### config.mk
export PLATFORM = sky130hd
export DESIGN_NAME = sprite_addr_cal
export DESIGN_NICKNAME = d
export VERILOG_FILES = /design/src/rtl/sprite_pkg.sv /design/src/rtl/sprite_addr_cal.sv
export SDC_FILE = /design/constraint.sdc
export NUM_CORES = 1
export LEC_CHECK = 0
export ABC_AREA = 1
export CAP_MARGIN = 20
export CORE_UTILIZATION = 54
export DETAILED_ROUTE_END_ITERATION = 8
export DONT_BUFFER_PORTS = 1
export GPL_TIMING_DRIVEN = 0
export HOLD_SLACK_MARGIN = 0.05
export MAX_ROUTING_LAYER = met4
export PLACE_DENSITY = 0.67
export SLEW_MARGIN = 15
export SYNTH_ARGS = -nofsm -noshare
export SYNTH_HDL_FRONTEND = slang
export SYNTH_SLANG_ARGS = --single-unit
export TNS_END_PERCENT = 10
### constraint.sdc
create_clock -name clk -period 14.85 [get_ports clk]
set_input_delay 0.7425 -clock clk [delete_from_list [all_inputs] [get_ports clk]]
set_output_delay 0.7425 -clock clk [all_outputs]
set_load 0.005 [all_outputs]
### src/rtl/sprite_pkg.sv
// Shared types and constants for the sprite display path.
//   pattern_info_t : pattern descriptor (base address, stored stride/rows,
//                    displayed width/height), 16 bits per field, MSB first.
//   sprite_info_t  : per-sprite placement (visible, hflip, x, y, reserved).
package sprite_pkg;

  localparam int ADDR_W = 16;  // pixel-memory address width
  localparam int POS_W  = 10;  // raster / sprite position width
  localparam int WIN_W  = 17;  // window-edge width, wide enough that x+act_h never wraps

  typedef struct packed {
    logic [15:0] append;  // base address of the pattern in pixel memory
    logic [15:0] res_h;   // stored row stride
    logic [15:0] res_v;   // stored rows (informational)
    logic [15:0] act_h;   // displayed width
    logic [15:0] act_v;   // displayed height
  } pattern_info_t;

  typedef struct packed {
    logic       visible;
    logic       hflip;
    logic [9:0] x;
    logic [9:0] y;
    logic [9:0] rsvd;
  } sprite_info_t;

endpackage

### src/rtl/sprite_addr_cal.sv
// Per-sprite pixel address calculator.
// Compares the raster position against the sprite window and, on a hit,
// produces the pixel-memory address of the texel under the raster.
// Outputs are registered: one cycle of latency, no handshake.
// Ports:
//   clk          system clock
//   reset        synchronous, active-high reset
//   pattern_info pattern descriptor (see sprite_pkg::pattern_info_t)
//   sprite_info  sprite placement   (see sprite_pkg::sprite_info_t)
//   hcount       current raster column
//   vcount       current raster row
//   addr_output  texel address, forced to 0 when not inside the sprite
//   valid        raster inside a visible sprite window
module sprite_addr_cal
  import sprite_pkg::*;
(
  input  logic              clk,
  input  logic              reset,
  input  logic [79:0]       pattern_info,
  input  logic [31:0]       sprite_info,
  input  logic [POS_W-1:0]  hcount,
  input  logic [POS_W-1:0]  vcount,
  output logic [ADDR_W-1:0] addr_output,
  output logic              valid
);

  pattern_info_t     pat;
  sprite_info_t      spr;
  logic [WIN_W-1:0]  x_end;
  logic [WIN_W-1:0]  y_end;
  logic              h_in;
  logic              v_in;
  logic              hit;
  logic [POS_W-1:0]  dx;
  logic [POS_W-1:0]  dy;
  logic [ADDR_W-1:0] col;
  logic [ADDR_W-1:0] row_base;
  logic [ADDR_W-1:0] addr;
  logic              unused_bits;

  assign pat = pattern_info;
  assign spr = sprite_info;

  // res_v and the reserved sprite bits carry no function here.
  assign unused_bits = ^{pat.res_v, spr.rsvd};

  // NOTE: every variable written in always_comb gets a default first, so no
  // path can leave it unassigned and infer a latch.
  always_comb begin
    x_end    = '0;
    y_end    = '0;
    h_in     = 1'b0;
    v_in     = 1'b0;
    hit      = 1'b0;
    dx       = '0;
    dy       = '0;
    col      = '0;
    row_base = '0;
    addr     = '0;

    // Window right/bottom edges are exclusive and computed at 17 bits, so a
    // sprite hanging off the right or bottom edge is clipped, not wrapped.
    x_end = WIN_W'(spr.x) + WIN_W'(pat.act_h);
    y_end = WIN_W'(spr.y) + WIN_W'(pat.act_v);
    h_in  = (hcount >= spr.x) && (WIN_W'(hcount) < x_end);
    v_in  = (vcount >= spr.y) && (WIN_W'(vcount) < y_end);
    hit   = spr.visible && h_in && v_in;

    // Offsets are only meaningful on a hit; off-window values are discarded.
    dx = hcount - spr.x;
    dy = vcount - spr.y;

    col      = spr.hflip ? (pat.act_h - ADDR_W'(1) - ADDR_W'(dx)) : ADDR_W'(dx);
    row_base = ADDR_W'(dy) * pat.res_h;  // truncated product, may map to a DSP
    addr     = pat.append + row_base + col;
  end

  // NOTE: sequential state is written with non-blocking assignments so every
  // register samples the pre-edge values of its inputs.
  always_ff @(posedge clk) begin
    if (reset) begin
      valid       <= 1'b0;
      addr_output <= '0;
    end else begin
      valid       <= hit;
      // A miss drives address 0 so downstream memory reads stay in range.
      addr_output <= hit ? addr : '0;
    end
  end

endmodule

### Yosys cells after proc, flatten, opt, wreduce, memory -nomap -nowiden

Index checks and enable logic that the tools add are counted.

* input port bits: 134
* memories: 0
* bits in writable memories: 0
* bits in read-only memories: 0
* latch bits: 0
* bits in registers: 17

* shift-type cells: 0
* order comparisons: 4
* $mul: 1
* equal/unequal tests: 0
* reduce and logical (&&, ||, !) cells: 5
* divide/modulo/power cells: 0
* mux-type cells: 1
* bitwise operators: 1
* add/subtract/negate cells: 8

Operator list (count)
* 10-bit by 16-bit adder with 17-bit output: 2
* 10-bit by 17-bit less-than comparator with 1-bit output: 2
* 16-bit adder: 2
* 10-bit greater-or-equal comparator: 2
* 10-bit subtractor: 2
* 10-bit by 16-bit multiplier with 16-bit output: 1
* 16-bit two-way mux: 1
* 16-bit by 1-bit subtractor with 16-bit output (second input constant): 1
* 16-bit by 10-bit subtractor with 16-bit output: 1
* 1-bit logical AND: 4
* 2-bit OR reduction: 1
* 1-bit NOT: 1

### Logic depth before layout (Yosys ltp)

* depth after elaboration: 7
* depth in mapped cells: 40
* gate-level depth less buffers: 40

### Worst setup path before layout

OpenSTA, ideal clock, no wires.

* path type: input to register
* start point: in hcount[0]
* end point: reg addr_output[14]
* required time: 14.780 ns
* stages on the path: 36
* arrival time: 6.402 ns
* setup slack: 8.379 ns
* library setup time: 0.070 ns
* path buffers: 0
* path through: inv_1 -> ha_1 -> fa_1 -> inv_1 -> nand2_1 -> nand2_1 -> nand2_1 -> xor2_1 -> ha_1 -> nand2_1 -> inv_1 -> nand4_1 -> nand3_1 -> nand3_1 -> nand2_1 -> inv_1 -> o21ai_0 -> xor2_1 -> nand2_1 -> nand2_1 -> fa_1 -> fa_1 -> fa_1 -> inv_1 -> fa_1 -> inv_1 -> ha_1 -> nand2_1 -> nor3_1 -> a21oi_1 -> o21ai_0 -> nand2_1 -> nand2_1 -> a21oi_1 -> or2_2 -> a21oi_1

* word-level cells in the longest chain between the ends: 6

RTL lines
* start, declared: RTL line sprite_addr_cal.sv:21 `input logic [POS_W-1:0] hcount,`
* parallel branches: the longest is 6 deep, another holds 16-bit by 10-bit subtractor with 16-bit output
* end signal, assigned: RTL line sprite_addr_cal.sv:87 `addr_output <= hit ? addr : '0;`
* end, declared: RTL line sprite_addr_cal.sv:23 `output logic [ADDR_W-1:0] addr_output,`

Several ways; the timed one is not identified.
A chain may end at the register's enable or synchronous reset.

### Worst setup path after layout

* start point: in hcount[0]
* end point: reg addr_output[15]

Same word-level chain as after synthesis.

==> summary by stage <==
Global route
After global routing, the most crowded layer is met2. The first global-routing pass estimated 29600 microns of wire. The residual overflow from global routing is 0. The via count of the first global-routing pass is 6495.

Entering global routing, the biggest net connects 11 pins. Global routing used 25.8% of the available tracks across all layers. The number of antenna violations at the first check in global routing was 0.

The met1 usage in global routing is 33.4%. The met3 track utilization from global routing is 3.32%. For this run, global-route usage on met2 was measured as 43.0%.

Layout
Cells with a size suffix above 1 make up 4.27% of the layout. The share of the core filled with cells in the final layout is 57.9%. The number of antenna diodes in the final layout is 0.

The final-layout fill cell count is 1372. For this run, the number of standard cells in the final layout without fillers is 1327. The layout-stage area growth over the synthesis result is 3.92%. The net count of the finished layout is 1481.

Critical path
At the worst endpoint, the required time is 14.99 ns. The largest single stage delay on the critical path is 0.54 ns. The cell with the largest stage delay on the worst path is sky130_fd_sc_hd__fa_1.

Following the worst setup path forward leads to its endpoint at addr_output[15]. The launch point of the critical path is hcount[0]. The startpoint class of the critical path is an input port. The arrival time at the worst endpoint is 7.31 ns.

Of all nets on the critical path, the largest fanout is 4. Among the stages of the critical path, the cell type that occurs most often is sky130_fd_sc_hd__nand2_1. The type of destination of the critical path is a flip-flop.

The class of the most critical setup path is input port to flip-flop.

Power
VDD sags by at most 194 uV. The leakage power total is 4.62 nW. The total power density per cell area is 249 nW/um^2. The total chip power is 0.00202 W.

Synthesis
Counting every instance in the synthesized netlist gives 1143. When the netlist entered floorplanning its net count stood at 1476. The most frequently used flop master after synthesis is sky130_fd_sc_hd__dfxtp_1. The distinct cell type count of the synthesized netlist is 45.

Summed over all instances, the cell type with the most area after synthesis is sky130_fd_sc_hd__fa_1. The area share of the leading cell type in the synthesized netlist is 26.7%. The async set-reset flop share out of synthesis is 0%.

Averaged over all synthesized cells, the footprint is 6.82 sq um. Counting flops with a built-in enable in the synthesized netlist gives 0. Ranked by total cell area, the synthesized netlist is headed by sky130_fd_sc_hd__fa_1 (27%), sky130_fd_sc_hd__ha_1 (15%), sky130_fd_sc_hd__inv_1 (14%). The mapped cell area is 7790 sq um.

The synthesized flop and latch total is 17. The sequential cell area fraction in the yosys report is 4.37%. The Yosys step of the flow raised 0 warnings.

Routing
The total DRC errors in the routed layout is 0. The number of violations reported at the end of detailed-routing iteration 0 is 238. The total detailed-routing wirelength is 17600 microns. The detailed router placed 6741 vias in this run. The average detailed-routed wire length per instance is 13.3 microns.

The via-per-instance ratio is 5.08. The number of optimization iterations in the first detailed-route pass is 6. The post-route antenna net violation count is 0.

Timing
The number of pins exceeding their max-slew limit in the final report came to 0. The headroom to the max-slew limit is 61.9%. Setup repair after global routing left no endpoint under its margin. The setup TNS is 0 ns.

Static timing analysis puts the maximum clock frequency at 139 MHz. The number of setup violations in the final report is 0. The shortest period the worst path allows is 7.17 ns. Setup slack closes at 7.68 ns. The final critical path takes up 48.3% of the cycle. At the pin with the least slew margin, the transition time is 0.566 ns.

The number of endpoints with negative hold slack in the final report is 0.

Clock network
Hold repair after CTS inserted 0 buffers. TritonCTS built the clock tree. The cell at the root of the clock tree is sky130_fd_sc_hd__clkbuf_16. The setup fix buffers added after clock tree synthesis is 0. The clock-pin slew on the worst setup and hold paths is 0.05 ns. Once the clock tree was built, the resizer swapped 0 gates to a different size.

Counting every sink on the clock net gives 17. TritonCTS created 3 clock buffers. No sink is reached through more buffers than the 2 on the longest clock path. In this run the number of H-tree levels came out at 1.

Die
After floorplanning, the core was divided into 43 placement rows. The I/O pin count is 151. The y dimension of the die is 122 microns. Once the floorplan was initialized, standard cells occupied 55.7% of the core. The width of the die is 122 microns.

In this run the standard cell core region covers 14000 sq um. The die covers 14900 sq um.

Placed design
The number of buffer cells added on primary ports is 0. The number of placed instances with taps included is 1323. The final HPWL from detailed placement is 16000 microns.

Before CTS, the worst setup slack after placement is 7.43 ns. Routability-driven placement finished with a final weighted congestion of 0.888.

Worst hold path
The min-delay analysis places its worst path in the category input port to flip-flop.

Run status
The run finished with clean final reports.

Run
The tool flagged a number of max-cap violations equal to 0.
[cell type report]
| class | instances | area (sq um) | share of cell area (%) |
|---|---|---|---|
| buffer | 9 | 53.8 | 0.665 |
| inverter | 299 | 1120 | 13.9 |
| sequential | 17 | 340 | 4.20 |
| tap | 180 | 225 | 2.78 |
| clock inverter | 1 | 5.00 | 0.0618 |
| clock buffer | 3 | 75.1 | 0.927 |
| multi-input combinational | 818 | 6270 | 77.5 |
[cell usage after synthesis, drive strengths merged (2+ instances only)]
master,n
inv,299
nand2,264
fa,104
nor2,98
ha,95
nand3,73
a21oi,54
o21ai,33
xor2,29
dfxtp,17
nor3,13
nand4,12
xnor2,12
clkbuf,7
a31oi,5
a21o,4
or2,4
nand3b,3
o21bai,3
a21boi,2
buf,2
o211ai,2
o221ai,2
[metrics by stage]
stage | instance area, sq um | hold slack (ns)
floorplan | 7790 | 1.03
global placement | 8020 | 1.03
detailed placement | 8020 | 1.03
CTS | 8100 | 0.806
global route | 8100 | 0.827
finish | 8100 | 0.807
[worst max-delay path: cells and delay by family]
family,cells,cell delay [ns]
adders and majority gates,8,3.29
buffers and inverters,6,0.32
xor gates and xnor gates,2,0.37
and+or+nand+nor,15,1.69
AOI/OAI and AO/OA,4,0.89
[layout by cell type, fill, tap and decap left out, types with 2 or more instances in the layout]
master,count
sky130_fd_sc_hd__nand2_1,255
sky130_fd_sc_hd__nor2_2,11
sky130_fd_sc_hd__nand3b_1,2
sky130_fd_sc_hd__o21ai_2,3
sky130_fd_sc_hd__a21oi_2,2
sky130_fd_sc_hd__nor2_1,87
sky130_fd_sc_hd__xor2_1,29
sky130_fd_sc_hd__a21o_1,3
sky130_fd_sc_hd__xnor2_1,12
sky130_fd_sc_hd__o211ai_1,2
sky130_fd_sc_hd__dfxtp_1,17
sky130_fd_sc_hd__o21ai_1,2
sky130_fd_sc_hd__clkbuf_1,7
sky130_fd_sc_hd__nand2_2,8
sky130_fd_sc_hd__nand4_1,12
sky130_fd_sc_hd__or2_2,3
sky130_fd_sc_hd__ha_1,95
sky130_fd_sc_hd__o21ai_0,28
sky130_fd_sc_hd__o21bai_1,2
sky130_fd_sc_hd__clkbuf_16,3
sky130_fd_sc_hd__nand3_1,68
sky130_fd_sc_hd__a31oi_1,5
sky130_fd_sc_hd__inv_2,4
sky130_fd_sc_hd__a21oi_1,52
sky130_fd_sc_hd__inv_1,295
sky130_fd_sc_hd__nand3_2,5
sky130_fd_sc_hd__nor3_1,12
sky130_fd_sc_hd__fa_1,104
[where the power goes]
| part | switching, W | leakage (nW) | internal, W |
|---|---|---|---|
| registers | 0.00000356 | 0.137 | 0.0000552 |
| clock network | 0.0000168 | 0.0409 | 0.0000360 |
| logic | 0.00116 | 4.44 | 0.000750 |
[cell families (layout without fill, tap and decap cells)]
family | Yosys count | after routing | synth area share [%]
AND/OR/NAND/NOR | 469 | 469 | 25.8
buffers and inverters | 308 | 312 | 15.1
adder cells (fa/ha/maj) | 199 | 199 | 42.0
AO/OA/AOI/OAI | 109 | 109 | 8.11
XOR/XNOR | 41 | 41 | 4.61
flip-flops | 17 | 17 | 4.37
[state kept, by name (all words and copies together) (netlist names)]
name	cells
addr_output	16
valid	1
[per-layer routing]
layer / vias up / routed length (microns) / part of all wire, %
li1: 3489 / - / -
met1: 3046 / 7980 / 45
met2: 177 / 8280 / 47
met3: 29 / 1050 / 6.0
met4: 0 / 327 / 1.9
met5: - / 0 / 0
[worst min-delay path by stage]
| stage | startpoint | end | slack (ns) | cells past startpoint |
|---|---|---|---|---|
| after floorplan | addr_output[0] | addr_output[0] | 1.03 | 0 |
| after global placement | addr_output[15] | addr_output[15] | 1.03 | 0 |
| after detailed placement | addr_output[12] | addr_output[12] | 1.03 | 0 |
| after CTS | pattern_info[64] | addr_output[0] | 0.81 | 3 |
| after global routing | pattern_info[64] | addr_output[0] | 0.83 | 3 |
| final | pattern_info[64] | addr_output[0] | 0.81 | 3 |
Power figures use the tool's default switching activity.
